File: src/rtl/mmio_ctrl_if.sv
// Processor data-memory port as seen by the MMIO controller.
// Ports: addr/wdata/we from the processor, rdata/io_sel back to it.
// master = processor side, slave = mmio_ctrl side.
interface mmio_ctrl_if #(
  parameter int DBITS = 16
);
  logic [DBITS-1:0] addr;
  logic [DBITS-1:0] wdata;
  logic             we;
  logic [DBITS-1:0] rdata;
  logic             io_sel;

  modport master (output addr, output wdata, output we, input rdata, input io_sel);
  modport slave  (input addr, input wdata, input we, output rdata, output io_sel);
endinterface

File: src/rtl/mmio_ctrl.sv
// MMIO controller for the 0xFFF0-0xFFFF window: HEX/LEDR/LEDG registers,
// debounced KEY/SW inputs, sticky key-press status, millisecond counter.
// Ports: clk, rst_n (sync, active-low), bus (slave), key_n, sw, hex_out, ledr, ledg.
// Loads are combinational; stores take effect at the clock edge (1-cycle to pins).
module mmio_ctrl #(
  parameter int DBITS       = 16,
  parameter int DEB_CYCLES  = 500000,
  parameter int TICK_CYCLES = 50000
) (
  input  logic        clk,
  input  logic        rst_n,
  mmio_ctrl_if.slave  bus,
  input  logic [3:0]  key_n,
  input  logic [9:0]  sw,
  output logic [15:0] hex_out,
  output logic [9:0]  ledr,
  output logic [7:0]  ledg
);
  localparam int DEB_W  = (DEB_CYCLES  > 2) ? $clog2(DEB_CYCLES)  : 1;
  localparam int TICK_W = (TICK_CYCLES > 2) ? $clog2(TICK_CYCLES) : 1;

  logic [3:0]        key_s1, key_s2, key_samp, key_db, key_db_d;
  logic [9:0]        sw_s1, sw_s2, sw_samp, sw_db;
  logic [3:0]        kstat;
  logic [15:0]       mscnt;
  logic [DEB_W-1:0]  deb_cnt;
  logic [TICK_W-1:0] tick_cnt;

  logic        deb_tick, ms_tick, wr_en;
  logic [2:0]  reg_idx;
  logic [3:0]  key_fall, kstat_clr;
  logic [15:0] rd16;
  logic        unused_addr0;

  assign unused_addr0 = bus.addr[0];

  assign bus.io_sel = (bus.addr[15:4] == 12'hFFF);
  assign wr_en      = bus.io_sel & bus.we;
  assign reg_idx    = bus.addr[3:1];

  assign deb_tick = (deb_cnt  == DEB_W'(DEB_CYCLES - 1));
  assign ms_tick  = (tick_cnt == TICK_W'(TICK_CYCLES - 1));

  // key_db_d lags key_db by one cycle, so the fall is seen in the cycle
  // key_db first reads 0 and kstat shows it on the following cycle.
  assign key_fall  = key_db_d & ~key_db;
  assign kstat_clr = (wr_en && reg_idx == 3'd2) ? bus.wdata[3:0] : 4'h0;

  always_comb begin
    rd16 = 16'h0000;
    case (reg_idx)
      3'd0:    rd16 = {12'h000, key_db};
      3'd1:    rd16 = {6'h00, sw_db};
      3'd2:    rd16 = {12'h000, kstat};
      3'd3:    rd16 = mscnt;
      3'd4:    rd16 = hex_out;
      3'd5:    rd16 = {6'h00, ledr};
      3'd6:    rd16 = {8'h00, ledg};
      default: rd16 = 16'h0000;
    endcase
    if (!bus.io_sel) rd16 = 16'hDEAD;
  end

  assign bus.rdata = DBITS'(rd16);

  always_ff @(posedge clk) begin
    if (!rst_n) begin
      key_s1   <= 4'hF;
      key_s2   <= 4'hF;
      key_samp <= 4'hF;
      key_db   <= 4'hF;
      key_db_d <= 4'hF;
      sw_s1    <= '0;
      sw_s2    <= '0;
      sw_samp  <= '0;
      sw_db    <= '0;
      kstat    <= '0;
      mscnt    <= '0;
      deb_cnt  <= '0;
      tick_cnt <= '0;
      hex_out  <= '0;
      ledr     <= '0;
      ledg     <= '0;
    end else begin
      key_s1   <= key_n;
      key_s2   <= key_s1;
      sw_s1    <= sw;
      sw_s2    <= sw_s1;
      key_db_d <= key_db;

      deb_cnt <= deb_tick ? '0 : deb_cnt + 1'b1;
      if (deb_tick) begin
        key_samp <= key_s2;
        sw_samp  <= sw_s2;
        // Per bit: adopt the synchronized value only if it matched the
        // previous sample, otherwise keep the old stable value.
        key_db <= (~(key_samp ^ key_s2) & key_s2) | ((key_samp ^ key_s2) & key_db);
        sw_db  <= (~(sw_samp ^ sw_s2) & sw_s2) | ((sw_samp ^ sw_s2) & sw_db);
      end

      // A new press wins over a simultaneous clear of the same bit.
      kstat <= (kstat & ~kstat_clr) | key_fall;

      tick_cnt <= ms_tick ? '0 : tick_cnt + 1'b1;
      if (wr_en && reg_idx == 3'd3) mscnt <= bus.wdata[15:0];
      else if (ms_tick)             mscnt <= mscnt + 16'd1;

      if (wr_en) begin
        case (reg_idx)
          3'd4:    hex_out <= bus.wdata[15:0];
          3'd5:    ledr    <= bus.wdata[9:0];
          3'd6:    ledg    <= bus.wdata[7:0];
          default: ;
        endcase
      end
    end
  end
endmodule
File: src/flat_wrapper.sv
// flat-port wrapper written by rule: the top's interface ports become plain ports
module mmio_ctrl_flat 
#(
  parameter int DBITS       = 16,
  parameter int DEB_CYCLES  = 500000,
  parameter int TICK_CYCLES = 50000
)
  (clk, rst_n, key_n, sw, hex_out, ledr, ledg, bus_addr, bus_wdata, bus_we, bus_rdata, bus_io_sel);
  mmio_ctrl_if #(.DBITS(DBITS)) bus_i ();
  input  logic clk;
  input  logic rst_n;
  input  logic [3:0] key_n;
  input  logic [9:0] sw;
  output logic [15:0] hex_out;
  output logic [9:0] ledr;
  output logic [7:0] ledg;
  input wire logic [$bits(bus_i.addr)-1:0] bus_addr;
  input wire logic [$bits(bus_i.wdata)-1:0] bus_wdata;
  input wire logic [$bits(bus_i.we)-1:0] bus_we;
  output wire logic [$bits(bus_i.rdata)-1:0] bus_rdata;
  output wire logic [$bits(bus_i.io_sel)-1:0] bus_io_sel;
  assign bus_i.addr = bus_addr;
  assign bus_i.wdata = bus_wdata;
  assign bus_i.we = bus_we;
  assign bus_rdata = bus_i.rdata;
  assign bus_io_sel = bus_i.io_sel;
  mmio_ctrl #(.DBITS(DBITS), .DEB_CYCLES(DEB_CYCLES), .TICK_CYCLES(TICK_CYCLES)) u_core (.clk(clk), .rst_n(rst_n), .bus(bus_i), .key_n(key_n), .sw(sw), .hex_out(hex_out), .ledr(ledr), .ledg(ledg));
endmodule
File: config.mk
export PLATFORM = sky130hd
export DESIGN_NAME = mmio_ctrl_flat
export DESIGN_NICKNAME = d
export VERILOG_FILES = /design/src/rtl/mmio_ctrl_if.sv /design/src/rtl/mmio_ctrl.sv /design/src/flat_wrapper.sv
export SDC_FILE = /design/constraint.sdc
export NUM_CORES = 1
export LEC_CHECK = 0
export CAP_MARGIN = 30
export CORE_ASPECT_RATIO = 1.5
export CORE_MARGIN = 3
export CORE_UTILIZATION = 35
export CTS_CLUSTER_SIZE = 12
export DETAILED_ROUTE_END_ITERATION = 10
export PLACE_DENSITY = 0.56
export SLEW_MARGIN = 20
export SYNTH_ARGS = -nofsm -noshare
export SYNTH_HDL_FRONTEND = slang
export SYNTH_SLANG_ARGS = --single-unit
File: constraint.sdc
create_clock -name clk -period 5 [get_ports clk]
set_input_delay 0.75 -clock clk [delete_from_list [all_inputs] [get_ports clk]]
set_output_delay 0.75 -clock clk [all_outputs]
set_load 0.05 [all_outputs]
; ---- Word-level counts from Yosys, hierarchy flattened
; Cells that the tools add are included.
[word_totals]
reg_bits = 149
inputBits = 49
out_inout_bits = 51
word_cells = 59
[op_classes]
n_addsub = 3
n_eq_ne = 9
mux = 5
bitwise_logic = 17
reduce_logical = 9
[ops]
columns = cell, n
row1 = $pmux W16 S7, 1
row2 = $mux W16, 3
row3 = $add A16 B1 Y16 const B, 2
row4 = $and A10 B10 Y10, 2
row5 = $add A19 B1 Y19 const B, 1
row6 = $eq A19 B19 Y1 const B, 1
row7 = $and A4 B4 Y4, 4
row8 = $eq A16 B16 Y1 const B, 1
row9 = $eq A12 B12 Y1 const B, 1
row10 = $not A4 Y4, 3
row11 = $not A10 Y10, 1
row12 = $or A10 B10 Y10, 1
row13 = $xor A10 B10 Y10, 1
row14 = $eq A3 B3 Y1 const B, 3
row15 = $or A4 B4 Y4, 2
row16 = $eq A3 B2 Y1 const B, 2
row17 = $reduce_and A2 Y1, 3
row18 = $mux W4, 1
row19 = $reduce_or A2 Y1, 2
row20 = $xor A4 B4 Y4, 1
row21 = $eq A3 B1 Y1 const B, 1
row22 = $logic_not A3 Y1, 1
row23 = $logic_and A1 B1 Y1, 2
row24 = $reduce_bool A2 Y1, 1
row25 = 2 further kinds, 2

; ---- Depth between registers and ports, before layout
[depth]
depth_word = 7
ltp_mapped = 8
depth_no_buf = 5

; ---- Least setup slack after synthesis
; No wires, ideal clock.
[synth_path]
kind = input port to output port
from = input port bus_addr[3]
to = output port bus_rdata[9]
arrival_ns = 2.573
t_required_ns = 4.250
slack_ns = 1.677
cell_stages = 6
path_buffers = 2
cell_sequence = buf_2 > buf_1 > mux2i_1 > nor2_1 > a21oi_1 > o21ai_0
[synth_between]
elab_chain_len = 3
elab_cells_between_ends = 9
cone_classes = eq/ne: 6 / mux: 2 / reduce/logical: 1
[synth_rtl]
columns = element, line
row1 = from (decl), flat_wrapper.sv:17  ; input wire logic [$bits(bus_i.addr)-1:0] bus_addr;
row2 = "$eq A3 B3 Y1, or another cell as far along", mmio_ctrl.sv:51  ; case (reg_idx)
row3 = $pmux W16 S7 (*), mmio_ctrl.sv:51
row4 = $mux W16 (*), mmio_ctrl.sv:61  ; if (!bus.io_sel) rd16 = 16'hDEAD;
row5 = to (decl), flat_wrapper.sv:20  ; output wire logic [$bits(bus_i.rdata)-1:0] bus_rdata;
; Mark *: on every way between the ends. The rest lies on a longest branch, timed or not.

; ---- Worst setup path in the final report
[layout_path]
from = input port bus_addr[6]
to = output port bus_rdata[4]
[layout_between]
elab_chain_len = 2
[layout_rtl]
columns = element, line
row1 = $eq A12 B12 Y1, mmio_ctrl.sv:37  ; assign bus.io_sel = (bus.addr[15:4] == 12'hFFF);
row2 = $mux W16, mmio_ctrl.sv:61
; No other way between the ends.

==> results.yml <==
status:
  status: "complete, no violations"
global_routing:
  grtUsageTotal: 0.187
  grt_first_pass_wirelength_um: 31000
  grt_max_degree: 62
  grt_antenna_before_repair: 0
  grt_pass1_vias: 5696
  grt-ovfl-total: 0
cells_and_area:
  n_antenna_cell: 0
  final_util: 0.448
  drive_above_1_share: 0.0733
  finalNetCount: 898
  syn_to_final_growth_pct: 25.1
  nFillCells: 1847
clock_tree:
  cts_buffers: 17
  path_clk_slew_ps: 60
  htree_levels: 4
  postCtsSetupBuffers: 0
  clk_path_buf_depth: 2
  holdBufCountCts: 0
  clock_latency_ps: 420
  cts.repair.resized: 0
  clock_sinks: 149
  cts_tree: "built"
  clock-root-buffer: "clkbuf_16"
floorplanning:
  die_y_um: 175
  die_w_um: 119
  start_util: 0.358
  io_pins: 100
  rows: 61
  core_sq_um: 18700
  dieArea_sq_um: 20900
timing:
  setup_slack_ps: 791
  rsz0062_at_grt: "false"
  setup_viol: 0
  worst_pin_slew_ps: 873
  slew_violations: 0
  hold_viol: 0
  clock.fmax_mhz: 238
  fin_skew_ps: 8.96
  period_share: 0.842
  finalCriticalPeriod_ps: 4210
  slew_headroom: 0.418
  fin_tns_setup_ps: 0
  whs_ps: 416
logic_synthesis:
  avgSynthCellArea_sq_um: 8.60
  netlist_instances: 779
  synth_edf_count: 0
  ys_seq_area_frac: 0.445
  synth-seq-cells: 149
  synth_flop_cell: "dfxtp_1"
  yosys.cell_types.count: 55
  synthSimpleGateAreaFrac: 0.237
  syn_nets: 831
  synth.area.mux_share: 0.0286
  synthAdderAreaFrac: 0.00560
  synth-xor-area-share: 0.0327
  ys_async_sr_fraction: 0
  synth_warnings: 0
  synth_compound_area_frac: 0.207
  synth_top_family_by_area: "simple AND/OR/NAND/NOR gates"
  synthesis.area_sq_um: 6700
place:
  dp_worst_setup_slack_ps: 789
  routabilityCongestion: 0.861
  dpl.hpwl_um: 13400
  port_buffers: 98
critical_path:
  end_kind: "output port"
  cp_data_required_time_ps: 4250
  crit_type: "in -> out"
  cp_max_fo: 12
  reg2reg_depth: 5
  start_kind: "input port"
  crit_arrival_ps: 3460
power_and_ir_drop:
  total_power_uw: 2570
  ir_worst_vdd_v: 0.000162
  power.density_nw_per_um2: 307
  power_leakage_uw: 0.00276
routing:
  first_iter_violations: 445
  drc: 0
  firstDrtPassIters: 5
  vias: 6112
  wirelength_um: 19300
  antenna_left: 0
  via_per_inst: 5.50
  avgRoutedWirePerCell_um: 17.4
flow_run:
  drv_cap: 0
worst_hold_path:
  whs_path_depth: 1
  hp-class: "reg -> reg"
## sequential cells by signal (all words and copies together) (netlist names), named ones only
signal           flops
u_core.kstat         4
u_core.hex_out      16
u_core.key_db_d      4
u_core.deb_cnt      19
u_core.key_samp      4
u_core.ledr         10
u_core.mscnt        16
u_core.ledg          8
u_core.tick_cnt     16
u_core.key_s1        4
u_core.sw_s2        10
u_core.key_s2        4
u_core.sw_s1        10
u_core.sw_samp      10
## per-stage QoR
step,cell area [sq um],std cells
2_1_floorplan,6700,779
3_3_place_gp,7810,1079
3_5_place_dp,7810,1079
4_1_cts,8380,1111
5_1_grt,8380,1111
6_report,8380,1111
## area by class of cell
cell class	instances	area, sq um	area share
repair buffers	106	1030	0.123
clock inverters	12	118	0.0140
well taps	252	315	0.0376
clock buffers	20	457	0.0545
inverters	14	52.6	0.00627
multi-input cells	558	3430	0.409
flip-flops and latches	149	2980	0.356
## synthesized netlist by cell type, types with 12 or more instances
cell | instances | area, sq um
clkbuf_1 | 40 | 150
a31oi_1 | 26 | 163
or4_1 | 13 | 97.6
nand4_1 | 18 | 113
buf_2 | 13 | 65.1
a21oi_1 | 68 | 340
or3_1 | 19 | 119
inv_1 | 14 | 52.6
o21ai_0 | 100 | 500
dfxtp_1 | 149 | 2980
xor2_1 | 15 | 131
nor2_1 | 35 | 131
nand2b_1 | 15 | 93.8
nor2b_1 | 12 | 75.1
and2_1 | 24 | 150
nand3_1 | 64 | 320
nand2_1 | 34 | 128
## layer usage
layer / part of all wire / global-route usage / vias to the layer above
li1: - / - / 3004
met1: 0.41 / 0.223 / 2929
met2: 0.52 / 0.326 / 158
met3: 0.048 / 0.0387 / 21
met4: 0.020 / 0.0749 / 0
met5: 0 / 0 / -
## path summary, 6_finish.rpt
check	slack, ps	start	to
max	790	bus_addr[6]	bus_rdata[4]
min	420	u_core.key_s1[3]$_SDFF_PN1_	u_core.key_s2[3]$_SDFF_PN1_
max reg2reg	2580	u_core.deb_cnt[0]$_SDFF_PP0_	u_core.deb_cnt[1]$_SDFF_PP0_
min reg2reg	420	u_core.key_s1[3]$_SDFF_PN1_	u_core.key_s2[3]$_SDFF_PN1_
## cell usage in the layout (no fill, tap or decap), types with 14 or more instances in the layout
cell and count:
and2_1 24, or3_1 19, clkdlybuf4s50_1 90, nand3_1 64, buf_4 14, nand4_1 18, dfxtp_1 149, nand2b_1 15
xor2_1 15, nor2_1 35, a21oi_1 68, o21ai_0 100, clkbuf_16 17, a31oi_1 26, nand2_1 34
## cells by family (layout without fill, tap and decap cells)
logic type,count (synthesis),in the layout
DFF,149,149
adders and majority gates,3,3
buffers and inverters,72,152
and+or+nand+nor,276,276
AOI/OAI and AO/OA,238,238
muxes,16,16
xor gates and xnor gates,25,25
## report_power, final
part / internal (uW) / total (uW) / switching [uW]
clock network: 718 / 1240 / 524
registers: 1200 / 1210 / 7.16
logic: 54.1 / 122 / 68.2
total: 1970 / 2570 / 599
## critical path, cell delays in order
cell,delay [ps]
clkdlybuf4s50_1,460
nand4_1,240
or3_1,680
inv_1,260
nand2_1,100
nor2_1,150
clkdlybuf4s50_1,820
No activity file was read; power rests on OpenSTA's default activity.
